File: config.mk
export PLATFORM = sky130hd
export DESIGN_NAME = seg_scan_ctrl
export DESIGN_NICKNAME = d
export VERILOG_FILES = /design/src/rtl/clock_disp_pkg.sv /design/src/rtl/tick_gen.sv /design/src/rtl/seg_scan_ctrl.sv
export SDC_FILE = /design/constraint.sdc
export NUM_CORES = 1
export LEC_CHECK = 0
export ABC_AREA = 0
export BUFFER_PORTS_ARGS = -buffer_cell sky130_fd_sc_hd__buf_4
export CAP_MARGIN = 20
export CORE_ASPECT_RATIO = 1.4
export CORE_MARGIN = 10
export CORE_UTILIZATION = 54
export CTS_BUF_LIST = sky130_fd_sc_hd__clkbuf_2 sky130_fd_sc_hd__clkbuf_4 sky130_fd_sc_hd__clkbuf_8
export CTS_CLUSTER_SIZE = 10
export DETAILED_ROUTE_END_ITERATION = 6
export PLACE_DENSITY_LB_ADDON = 0.12
export RECOVER_POWER = 25
export SETUP_SLACK_MARGIN = 0.4
export SYNTH_ARGS = -nofsm -noshare
export SYNTH_HDL_FRONTEND = slang
export SYNTH_SLANG_ARGS = --single-unit
File: constraint.sdc
create_clock -name clk -period 3.3 [get_ports clk]
set_input_delay 0.825 -clock clk [delete_from_list [all_inputs] [get_ports clk]]
set_output_delay 0.825 -clock clk [all_outputs]
set_load 0.01 [all_outputs]
File: src/rtl/clock_disp_pkg.sv
// Shared constants and helpers for the alarm-clock display path.
package clock_disp_pkg;

  localparam logic [1:0] POS_HT = 2'd0;
  localparam logic [1:0] POS_HU = 2'd1;
  localparam logic [1:0] POS_MT = 2'd2;
  localparam logic [1:0] POS_MU = 2'd3;

  localparam logic [3:0] BCD_MAX = 4'd9;

  localparam int DEF_REFRESH_DIV = 100000;
  localparam int DEF_BLINK_HALF  = 125;

  // Per-frame copy of the display inputs, frozen for the whole scan.
  typedef struct packed {
    logic [15:0] digits;
    logic [3:0]  mask;
    logic        lz;
  } snap_t;

  // Position 0 is the leftmost digit, held in the top nibble.
  function automatic logic [3:0] pick_digit(input logic [15:0] d, input logic [1:0] pos);
    logic [3:0] r;
    case (pos)
      POS_HT:  r = d[15:12];
      POS_HU:  r = d[11:8];
      POS_MT:  r = d[7:4];
      default: r = d[3:0];
    endcase
    return r;
  endfunction

endpackage

File: src/rtl/tick_gen.sv
// Modulo-N counter advancing on step; tc flags the step that wraps it.
module tick_gen #(
  parameter int N = 4,
  parameter int W = 2
) (
  input  logic clk,
  input  logic rst,
  input  logic step,
  output logic tc
);

  logic [W-1:0] cnt;

  assign tc = step && (cnt == W'(N - 1));

  always_ff @(posedge clk) begin
    if (rst)       cnt <= '0;
    else if (step) cnt <= tc ? '0 : cnt + W'(1);
  end

endmodule

File: src/rtl/seg_scan_ctrl.sv
// Four-digit seven-segment scan controller with per-digit blink,
// hours-tens leading-zero blanking and invalid-BCD blanking.
module seg_scan_ctrl
  import clock_disp_pkg::*;
#(
  parameter int REFRESH_DIV = DEF_REFRESH_DIV,
  parameter int BLINK_HALF  = DEF_BLINK_HALF
) (
  input  logic        clk,
  input  logic        rst,
  input  logic [15:0] digits_in,
  input  logic [3:0]  blink_mask,
  input  logic        blank_lz,
  output logic [1:0]  en,
  output logic [3:0]  digit,
  output logic        blank,
  output logic        frame_start
);

  localparam int CW = $clog2(REFRESH_DIV);
  localparam int FW = $clog2(BLINK_HALF + 1);

  logic       tick, wrap, blink_tc;
  logic       blink_phase;
  snap_t      snap, src;
  logic       src_phase;
  logic [1:0] nxt_pos;
  logic [3:0] nxt_digit;
  logic       nxt_blank;

  tick_gen #(.N(REFRESH_DIV), .W(CW)) u_prescale (
    .clk  (clk),
    .rst  (rst),
    .step (1'b1),
    .tc   (tick)
  );

  assign wrap = tick && (en == POS_MU);

  // Counts frame starts; its terminal count flips the blink phase.
  tick_gen #(.N(BLINK_HALF), .W(FW)) u_blink (
    .clk  (clk),
    .rst  (rst),
    .step (wrap),
    .tc   (blink_tc)
  );

  // On a wrap, position 0 already uses the freshly sampled inputs and phase.
  always_comb begin
    nxt_pos   = en + 2'd1;
    src       = wrap ? snap_t'{digits: digits_in, mask: blink_mask, lz: blank_lz} : snap;
    src_phase = blink_phase ^ blink_tc;
    nxt_digit = pick_digit(src.digits, nxt_pos);
    nxt_blank = (src_phase & src.mask[nxt_pos])
              | ((nxt_pos == POS_HT) & src.lz & (nxt_digit == 4'd0))
              | (nxt_digit > BCD_MAX);
  end

  always_ff @(posedge clk) begin
    if (rst) begin
      en          <= POS_HT;
      digit       <= 4'd0;
      blank       <= 1'b0;
      frame_start <= 1'b0;
      snap        <= '0;
      blink_phase <= 1'b0;
    end else begin
      frame_start <= wrap;
      if (wrap) begin
        snap        <= src;
        blink_phase <= src_phase;
      end
      if (tick) begin
        en    <= nxt_pos;
        digit <= nxt_digit;
        blank <= nxt_blank;
      end
    end
  end

endmodule
# Word level (Yosys, flattened, before mapping)
# Index checks and enable logic that the tools add are counted.
dict set report classes {
  addsub 3
  n_lt_le_gt_ge 2
  eq_ne 5
  n_mux 5
  bitwise 6
  reduce_logical 5
}
# cell n
set op_table {}
lappend op_table {{21-bit 2-to-1 mux} 1}
lappend op_table {{17-bit by 1-bit adder with 17-bit output, second input constant} 1}
lappend op_table {{17-bit == test, second input constant} 1}
lappend op_table {{4-bit case mux with 3 select lines} 1}
lappend op_table {{7-bit by 1-bit adder with 7-bit output, second input constant} 1}
lappend op_table {{7-bit == test, second input constant} 1}
lappend op_table {{7-bit 2-to-1 mux} 1}
lappend op_table {{2-bit == test, second input constant} 2}
lappend op_table {{4-bit > comparator, second input constant} 1}
lappend op_table {{4-bit logical NOT} 1}
lappend op_table {{1-bit bitwise AND} 3}
lappend op_table {{2-bit by 3-bit less-than comparator with 1-bit output, second input constant} 1}
lappend op_table {{2-bit by 1-bit adder with 2-bit output, second input constant} 1}
lappend op_table {{1-bit binary-select mux with 2-bit select} 1}
lappend op_table {{2-bit by 1-bit == test with 1-bit output, second input constant} 1}
lappend op_table {{1-bit logical AND} 2}
lappend op_table {{2-bit logical NOT} 1}
lappend op_table {{1-bit bitwise OR} 2}
lappend op_table {{2-bit OR reduction} 1}
lappend op_table {{1-bit 2-to-1 mux} 1}
lappend op_table {{1-bit XOR} 1}
dict set report word_totals {
  reg_bits 54
  in_bits 23
  out_inout_bits 8
  word_cells 36
}

# Longest topological paths before layout
# Gate-level depths: netlist of run 1.
dict set report depth {
  depth_word 8
  ltp_mapped 12
  depth_no_buf 9
}

# Modules after synthesis
# From an unflattened synthesis of run 1, not the netlist that was laid out.
dict set report hier_totals {
  hier_cells 304
  area_unflattened_um2 2643.8
}
# module instances cells_each area_per_inst_um2 seq_area_each_um2
set modules_own_cells {}
lappend modules_own_cells {seg_scan_ctrl 1 170 1482.7 600.6}
lappend modules_own_cells {{tick_gen (u_prescale)} 1 94 812.0 340.3}
lappend modules_own_cells {{tick_gen (u_blink)} 1 40 349.1 140.1}

# Least setup slack after synthesis of run 1
# No wires, ideal clock.
dict set report synth_timing {
  path_type {register to register}
  start {register u_prescale.cnt[0]}
  end {register blank}
  setup_time_ns 0.120
  t_arrival_ns 2.487
  t_required_ns 3.180
  slack_ns 0.693
  path_stages_with_launch 12
  n_path_buf 2
  period_less_slack_ns 2.607
  cell_sequence {dfxtp_1 -> ha_1 -> and4_4 -> and4_1 -> buf_6 -> and2_4 -> buf_6 -> mux2_4 -> a221o_1 -> a21oi_2 -> a21oi_1 -> a211o_1}
}
dict set report synth_via {
  elab_chain_cells 8
  word_cells_on_any_way 15
  cone_classes {1 x order compare; 1 x eq/ne; 4 x mux; 6 x bitwise; 3 x reduce/logical}
}
# element line
set synth_rtl {}
lappend synth_rtl {{from (decl)} tick_gen.sv:12} ;# logic [W-1:0] cnt;
lappend synth_rtl {{from (signal assigned)} tick_gen.sv:18} ;# else if (step) cnt <= tc ? '0 : cnt + W'(1);
lappend synth_rtl {{17-bit == test (*)} tick_gen.sv:14} ;# assign tc = step && (cnt == W'(N - 1));
lappend synth_rtl {{1-bit logical AND} seg_scan_ctrl.sv:38} ;# assign wrap = tick && (en == POS_MU);
lappend synth_rtl {{21-bit 2-to-1 mux} seg_scan_ctrl.sv:51} ;# src = wrap ? snap_t'{digits: digits_in, mask: blink_mask, lz: blank_lz} : snap;
lappend synth_rtl {{4-bit case mux with 3 select lines / 1-bit binary-select mux with 2-bit select (equally long branches)} {clock_disp_pkg.sv:24, seg_scan_ctrl.sv:54}}
lappend synth_rtl {{4-bit logical NOT / 1-bit 2-to-1 mux (equally long branches)} {seg_scan_ctrl.sv:55, seg_scan_ctrl.sv:54}}
lappend synth_rtl {{1-bit bitwise AND, on equally long branches} {seg_scan_ctrl.sv:55, seg_scan_ctrl.sv:54}}
lappend synth_rtl {{1-bit bitwise OR} seg_scan_ctrl.sv:55} ;# | ((nxt_pos == POS_HT) & src.lz & (nxt_digit == 4'd0))
lappend synth_rtl {{1-bit bitwise OR} seg_scan_ctrl.sv:56} ;# | (nxt_digit > BCD_MAX);
lappend synth_rtl {{to (signal assigned)} seg_scan_ctrl.sv:76} ;# blank <= nxt_blank;
lappend synth_rtl {{to (decl)} seg_scan_ctrl.sv:16} ;# output logic blank,
# Mark *: on every way between the ends. The rest lies on a longest branch, timed or not. The select of a mux whose other input is x is not followed.
# A chain may end at the register's enable or synchronous reset.

# Worst setup path after layout of run 1
# Same ends and word-level chain as after synthesis.

==> flow_summary.json, run 1 <==
{
  "status": "finished, final reports clean",
  "cp-end-kind": "flip-flop",
  "grt_usage_pct": 13.40,
  "insertion_delay_ns": 0.30,
  "swShare_pct": 19.33,
  "fmax_ghz": 0.3629,
  "clock-sinks": 54,
  "num_rows": 28,
  "report.final.setup_viol": 0,
  "syn-mean-instance-area_um2": 8.625,
  "dr.first_iter.drc_count": 82,
  "rsz0062_at_grt": "no",
  "period_share_pct": 83.49,
  "whs_path_depth": 2,
  "die-area_um2": 7606,
  "wl_per_cell_um": 13.61,
  "drc": 0,
  "globalplace.congestion": 0.9227,
  "peakVddDrop_mv": 0.3406,
  "vias": 1928,
  "power.internal_mw": 0.9780,
  "worstRegToRegCells": 9,
  "drv_slew": 0,
  "seq_area_um2": 1081,
  "io_pins": 31,
  "start_util_pct": 56.70,
  "synth_area_um2": 2424,
  "ys.flop_type": "dfxtp_1",
  "yosys_warnings": 0,
  "wl_um": 4996,
  "combPwrFrac_pct": 3.1,
  "worst_slew_pin_slew_ns": 1.480,
  "cts_max_path_buffers": 2,
  "finalHoldViolCount": 0,
  "dp_hpwl_um": 3647,
  "critPathLaunchType": "flip-flop",
  "routed_via_density": 5.253,
  "drive_gt1_share_pct": 13.68,
  "fin_nets": 337,
  "async_flop_share_pct": 0,
  "hp-start": "snap[8]$_SDFFE_PP0N_",
  "arrival_ns": 2.96,
  "power.leakage_nw": 1.023,
  "ys_seq_area_share_pct": 44.61,
  "power_frac_seq_pct": 54.2,
  "r2r_end": "blank$_SDFFE_PP0N_",
  "fin_skew_ns": 0.006007,
  "multi_input_area_um2": 1239,
  "path_clk_slew_ns": 0.10,
  "postCtsSetupRepairBufs": 0,
  "grt_max_degree": 36,
  "synthDistinctLibCells": 36,
  "grt_pass1_vias": 1935,
  "antenna-diode-count": 0,
  "numCtsBuffers": 5,
  "numPortBuffers": 30,
  "mostFrequentLayoutCell": "dfxtp_1",
  "r2r_setup_slack_ns": 0.54,
  "critPathRequiredTime_ns": 3.50,
  "crit_fanout": 11,
  "overflow": 0,
  "syn_nets": 312,
  "slew_headroom_pct": 1.312,
  "maxCapViolCount": 0,
  "ant_nets": 0,
  "die_height_um": 99.27,
  "syn2layout_area_growth_pct": 14.56,
  "synth.ff_latch_count": 54,
  "tns_ns": 0,
  "core_um2": 4274,
  "hp-class": "reg2reg",
  "grt_pass1_wl_um": 8631,
  "fill_cells": 388,
  "path_class": "reg2reg",
  "tritoncts": "yes",
  "p_switching_mw": 0.2343,
  "antenna_found_initial": 0,
  "synth_edf_count": 0,
  "powerDensity_nw_per_um2": 436.6,
  "period_minus_slack_ns": 2.755,
  "drtPass1Iterations": 4,
  "h-tree-depth": 2,
  "power_frac_clock_pct": 42.7,
  "whs_ns": 0.4659,
  "min_to": "snap[8]$_SDFFE_PP0N_",
  "layout_common_cells": "54 x dfxtp_1, 47 x nor2_1, 36 x nand2_1, 23 x buf_4, 17 x a21oi_1",
  "die_x_um": 76.62,
  "cts-root-buf": "clkbuf_8",
  "r2r-start": "u_prescale.cnt[0]$_SDFF_PP0_",
  "netlist_instances": 281
}
cell usage after synthesis, types with 3 or more instances:
library cell	n	share of area, %
nand4_1	6	1.5
clkbuf_1	10	1.5
a31oi_1	5	1.3
nor2_1	47	7.3
dfxtp_1	54	45
nor3_1	4	0.83
ha_1	8	4.1
nand3_1	13	2.7
xnor2_1	8	2.9
o21ai_0	3	0.62
nand2_1	36	5.6
xor2_1	14	5.1
mux2i_1	9	3.7
and4_1	3	1.1
inv_1	10	1.5
mux2_2	3	1.4
a21oi_1	17	3.5
a211oi_1	3	0.93
nor2b_1	4	1.0
state kept, by name (all words and copies together), names as in the netlist:
name            count
frame_start         1
en                  2
blank               1
blink_phase         1
u_blink.cnt         7
digit               4
snap               21
u_prescale.cnt     17
power groups by stage:
stage	logic [mW]	clock network [mW]	registers [mW]
finish	0.0376	0.517	0.658
global route	0.0417	0.548	0.658
CTS	0.0386	0.527	0.658
detailed placement	0.0386	0	0.673
global placement	0.0381	0	0.672
floorplan	0.0153	0	0.672
per-layer routing:
metal | up-vias | wire length [um] | track usage [%]
li1 | 988 | - | -
met1 | 901 | 2103 | 14.33
met2 | 31 | 2634 | 24.93
met3 | 8 | 185 | 2.613
met4 | 0 | 72 | 5.739
met5 | - | 0 | 0
critical path, stage by stage, from the launching register on:
cell	delay, ns
dfxtp_1	0.38
ha_1	0.25
and4_4	0.25
and4_1	0.20
and2_4	0.25
mux2_2	0.36
a221o_1	0.34
a21oi_1	0.23
a21oi_1	0.11
a211o_1	0.27
timing repair:
item,CTS,global route
gates resized for setup,0,1
hold buffers,0,0
setup endpoints to repair,0,1
endpoints found under the hold margin,0,0
metrics by stage:
step                cells  util, %  area (um2)  worst slack [ns]  total power, mW
floorplan             281        -        2424            0.6932           0.6872
global placement      359    62.38        2666            0.6176           0.7104
detailed placement    359    62.38        2666            0.5596           0.7112
CTS                   367    65.60        2804            0.5500            1.223
global route          367    64.96        2776            0.4052            1.248
finish                367    64.96        2776            0.5448            1.212
cells by family after synthesis:
kind of cell	after synthesis	synth area share, %
compound gates	35	8.828
xor+xnor	22	7.951
fa+ha+maj	8	4.130
buf+inv	24	4.543
flops	54	44.61
mux	14	6.350
simple gates	124	23.59
worst max-delay path by stage:
stage / startpoint / endpoint / slack, ns / depth (start not counted)
after floorplan: u_prescale.cnt[0]$_SDFF_PP0_ / blank$_SDFFE_PP0N_ / 0.69 / 11
after global placement: en[0]$_SDFFE_PP0N_ / blank$_SDFFE_PP0N_ / 0.62 / 8
after detailed placement: u_prescale.cnt[0]$_SDFF_PP0_ / blank$_SDFFE_PP0N_ / 0.56 / 10
after CTS: u_prescale.cnt[0]$_SDFF_PP0_ / blank$_SDFFE_PP0N_ / 0.55 / 10
after global routing: u_prescale.cnt[0]$_SDFF_PP0_ / blank$_SDFFE_PP0N_ / 0.41 / 10
final: u_prescale.cnt[0]$_SDFF_PP0_ / blank$_SDFFE_PP0N_ / 0.54 / 9
layout make-up:
type,count,area share (%)
flip-flops and latches,54,38.94
clock inverters,3,2.479
clock buffers,5,2.479
multi-input cells,203,44.61
inverters,10,1.352
repair buffers,32,7.436
well taps,60,2.704
(Power assumes the default switching activity.)
==> run 2: changes to the inputs <==
Clock period 3.3 ns to 2.3 ns, I/O delays scaled along.
==> run 2 against run 1 <==
Effect of this change:
- the run now ends with negative setup slack left
- maximum frequency grew 14%
- core utilization grew 9.3 points
- first-iteration DRC count grew 100%
- critical endpoint unchanged
==> flow_summary.json, run 2 (synthesis gave the netlist of run 1 again) <==
{
  "status": "finished with violations",
  "failed_checks": "negative setup slack",
  "powerDensity_nw_per_um2": 494.5,
  "maxCapViolCount": 0,
  "critical-path-slowest-cell": "dfxtp_2",
  "critPathLaunchType": "flip-flop",
  "max_stage_delay_ns": 0.36,
  "die_x_um": 76.62,
  "grt_max_degree": 36,
  "hp-class": "reg2reg",
  "tritoncts": "yes",
  "grt_pass1_vias": 2152,
  "overflow": 0,
  "path_cells": "ha_4 > and4_4 > and4_4 > and2_4 > buf_4 > nand4_1 > nor2_2 > xnor2_1 > o21ai_0 > a211o_1",
  "power.leakage_nw": 1.264,
  "fin_skew_ns": 0.006882,
  "finalHoldViolCount": 0,
  "cts_max_path_buffers": 2,
  "tns_ns": -0.1206,
  "antenna-diode-count": 0,
  "period_minus_slack_ns": 2.421,
  "rsz0062_at_grt": "yes",
  "die_height_um": 99.27,
  "drv_slew": 0,
  "cp-end-kind": "flip-flop",
  "cts-root-buf": "clkbuf_8",
  "timing.final.ws_setup_ns": -0.1206,
  "drc": 0,
  "largest_register": "snap",
  "dr.first_iter.drc_count": 164,
  "numPortBuffers": 30,
  "worst_slew_pin_slew_ns": 0.4317,
  "path_clk_slew_ns": 0.10,
  "h-tree-depth": 2,
  "largest_register_ff_count": 21,
  "grt_pass1_wl_um": 9749,
  "report.final.setup_viol": 1,
  "mostFrequentLayoutCell": "buf_4",
  "wl_per_cell_um": 14.23,
  "dp.cells": 395,
  "globalplace.congestion": 0.8231,
  "slew_headroom_pct": 71.00,
  "drtPass1Iterations": 4,
  "layout_common_cells": "72 x buf_4, 51 x dfxtp_1, 46 x nor2_1, 36 x nand2_1, 15 x a21oi_1",
  "dp_hpwl_um": 4223,
  "core_um2": 4274,
  "antenna_found_initial": 0,
  "layout.cells.non_filler": 408,
  "arrival_ns": 2.62,
  "path_class": "reg2reg",
  "cts-hold-fix-buffers": 0,
  "insertion_delay_ns": 0.31,
  "drive_gt1_share_pct": 31.32,
  "num_rows": 28,
  "die-area_um2": 7606,
  "io_pins": 31,
  "start_util_pct": 56.70,
  "peakVddDrop_mv": 0.4286,
  "routed_via_density": 5.140,
  "crit_fanout": 7,
  "numCtsBuffers": 5,
  "critPathRequiredTime_ns": 2.50,
  "ant_nets": 0,
  "vias": 2097,
  "period_share_pct": 105.2,
  "wl_um": 5805,
  "fin_nets": 378,
  "grt_usage_pct": 15.26,
  "crit_buf_inv": 1,
  "clock-sinks": 54,
  "largestRegisters": "snap: 21 flops, u_prescale.cnt: 17 flops, u_blink.cnt: 7 flops",
  "cp_common_cell": "and4_4",
  "syn2layout_area_growth_pct": 31.03,
  "fmax_ghz": 0.4131,
  "crit_family": "simple AND/OR/NAND/NOR gates"
}
[run 2: cell count changes in the layout (fill, tap and decap cells not counted), sizes merged]
cell,before,now
buf,23,73
bufinv,2,0
clkbuf,14,7
[run 2: final timing paths]
check,startpoint,end,slack (ns),cells past startpoint
worst min-delay path,snap[12]$_SDFFE_PP0N_,snap[12]$_SDFFE_PP0N_,0.46,2
worst min register to register,snap[12]$_SDFFE_PP0N_,snap[12]$_SDFFE_PP0N_,0.46,2
worst max register to register,u_prescale.cnt[1]$_SDFF_PP0_,blank$_SDFFE_PP0N_,-0.12,10
worst max-delay path,u_prescale.cnt[1]$_SDFF_PP0_,blank$_SDFFE_PP0N_,-0.12,10
[run 2: power by group]
group / switching [mW] / internal [mW]
Clock: 0.304 / 0.256
Sequential: 0.00383 / 0.939
Combinational: 0.0299 / 0.0372
Total: 0.338 / 1.23
[run 2: per-stage QoR]
step	cell area (um2)	util (%)	hold WS, ns	worst slack [ns]	power (mW)
global placement	2959	69.23	0.4427	-0.06944	1.027
global route	3176	74.30	0.4918	-0.2331	1.620
floorplan	2464	-	0.4284	-0.1319	0.9912
detailed placement	2959	69.23	0.4523	-0.09349	1.028
finish	3176	74.30	0.4639	-0.1206	1.570
CTS	3105	72.66	0.4661	-0.03835	1.578
[run 2: worst reg2reg max path: cells and delay by family, from the launching register on]
| family | cells | cell delay, ns |
|---|---|---|
| and+or+nand+nor | 5 | 1.02 |
| AOI/OAI and AO/OA | 2 | 0.47 |
| DFF | 1 | 0.36 |
| buffers and inverters | 1 | 0.18 |
| xor gates and xnor gates | 1 | 0.16 |
| adders and majority gates | 1 | 0.13 |
[run 2: layer usage]
metal  GRT usage (%)  routed length, um
met5               0                  0
met4           4.448                 75
met3           3.333                144
met2           28.22               3069
met1           17.01               2515
[run 2: cell type report]
cell class	count	area, um2
timing repair buffer	73	560.5
tap	60	75.07
fill	353	1099
multi-input combinational	203	1323
sequential	54	1085
clock inverter	1	5.005
clock buffer	7	90.09
inverter	10	37.54
[run 2: what timing repair did]
| action | CTS | global route |
|---|---|---|
| setup buffers | 2 | 3 |
| cloned | 0 | 0 |
| pin swaps | 4 | 4 |
| endpoints found under the setup margin | 13 | 16 |
| resized for setup | 9 | 11 |
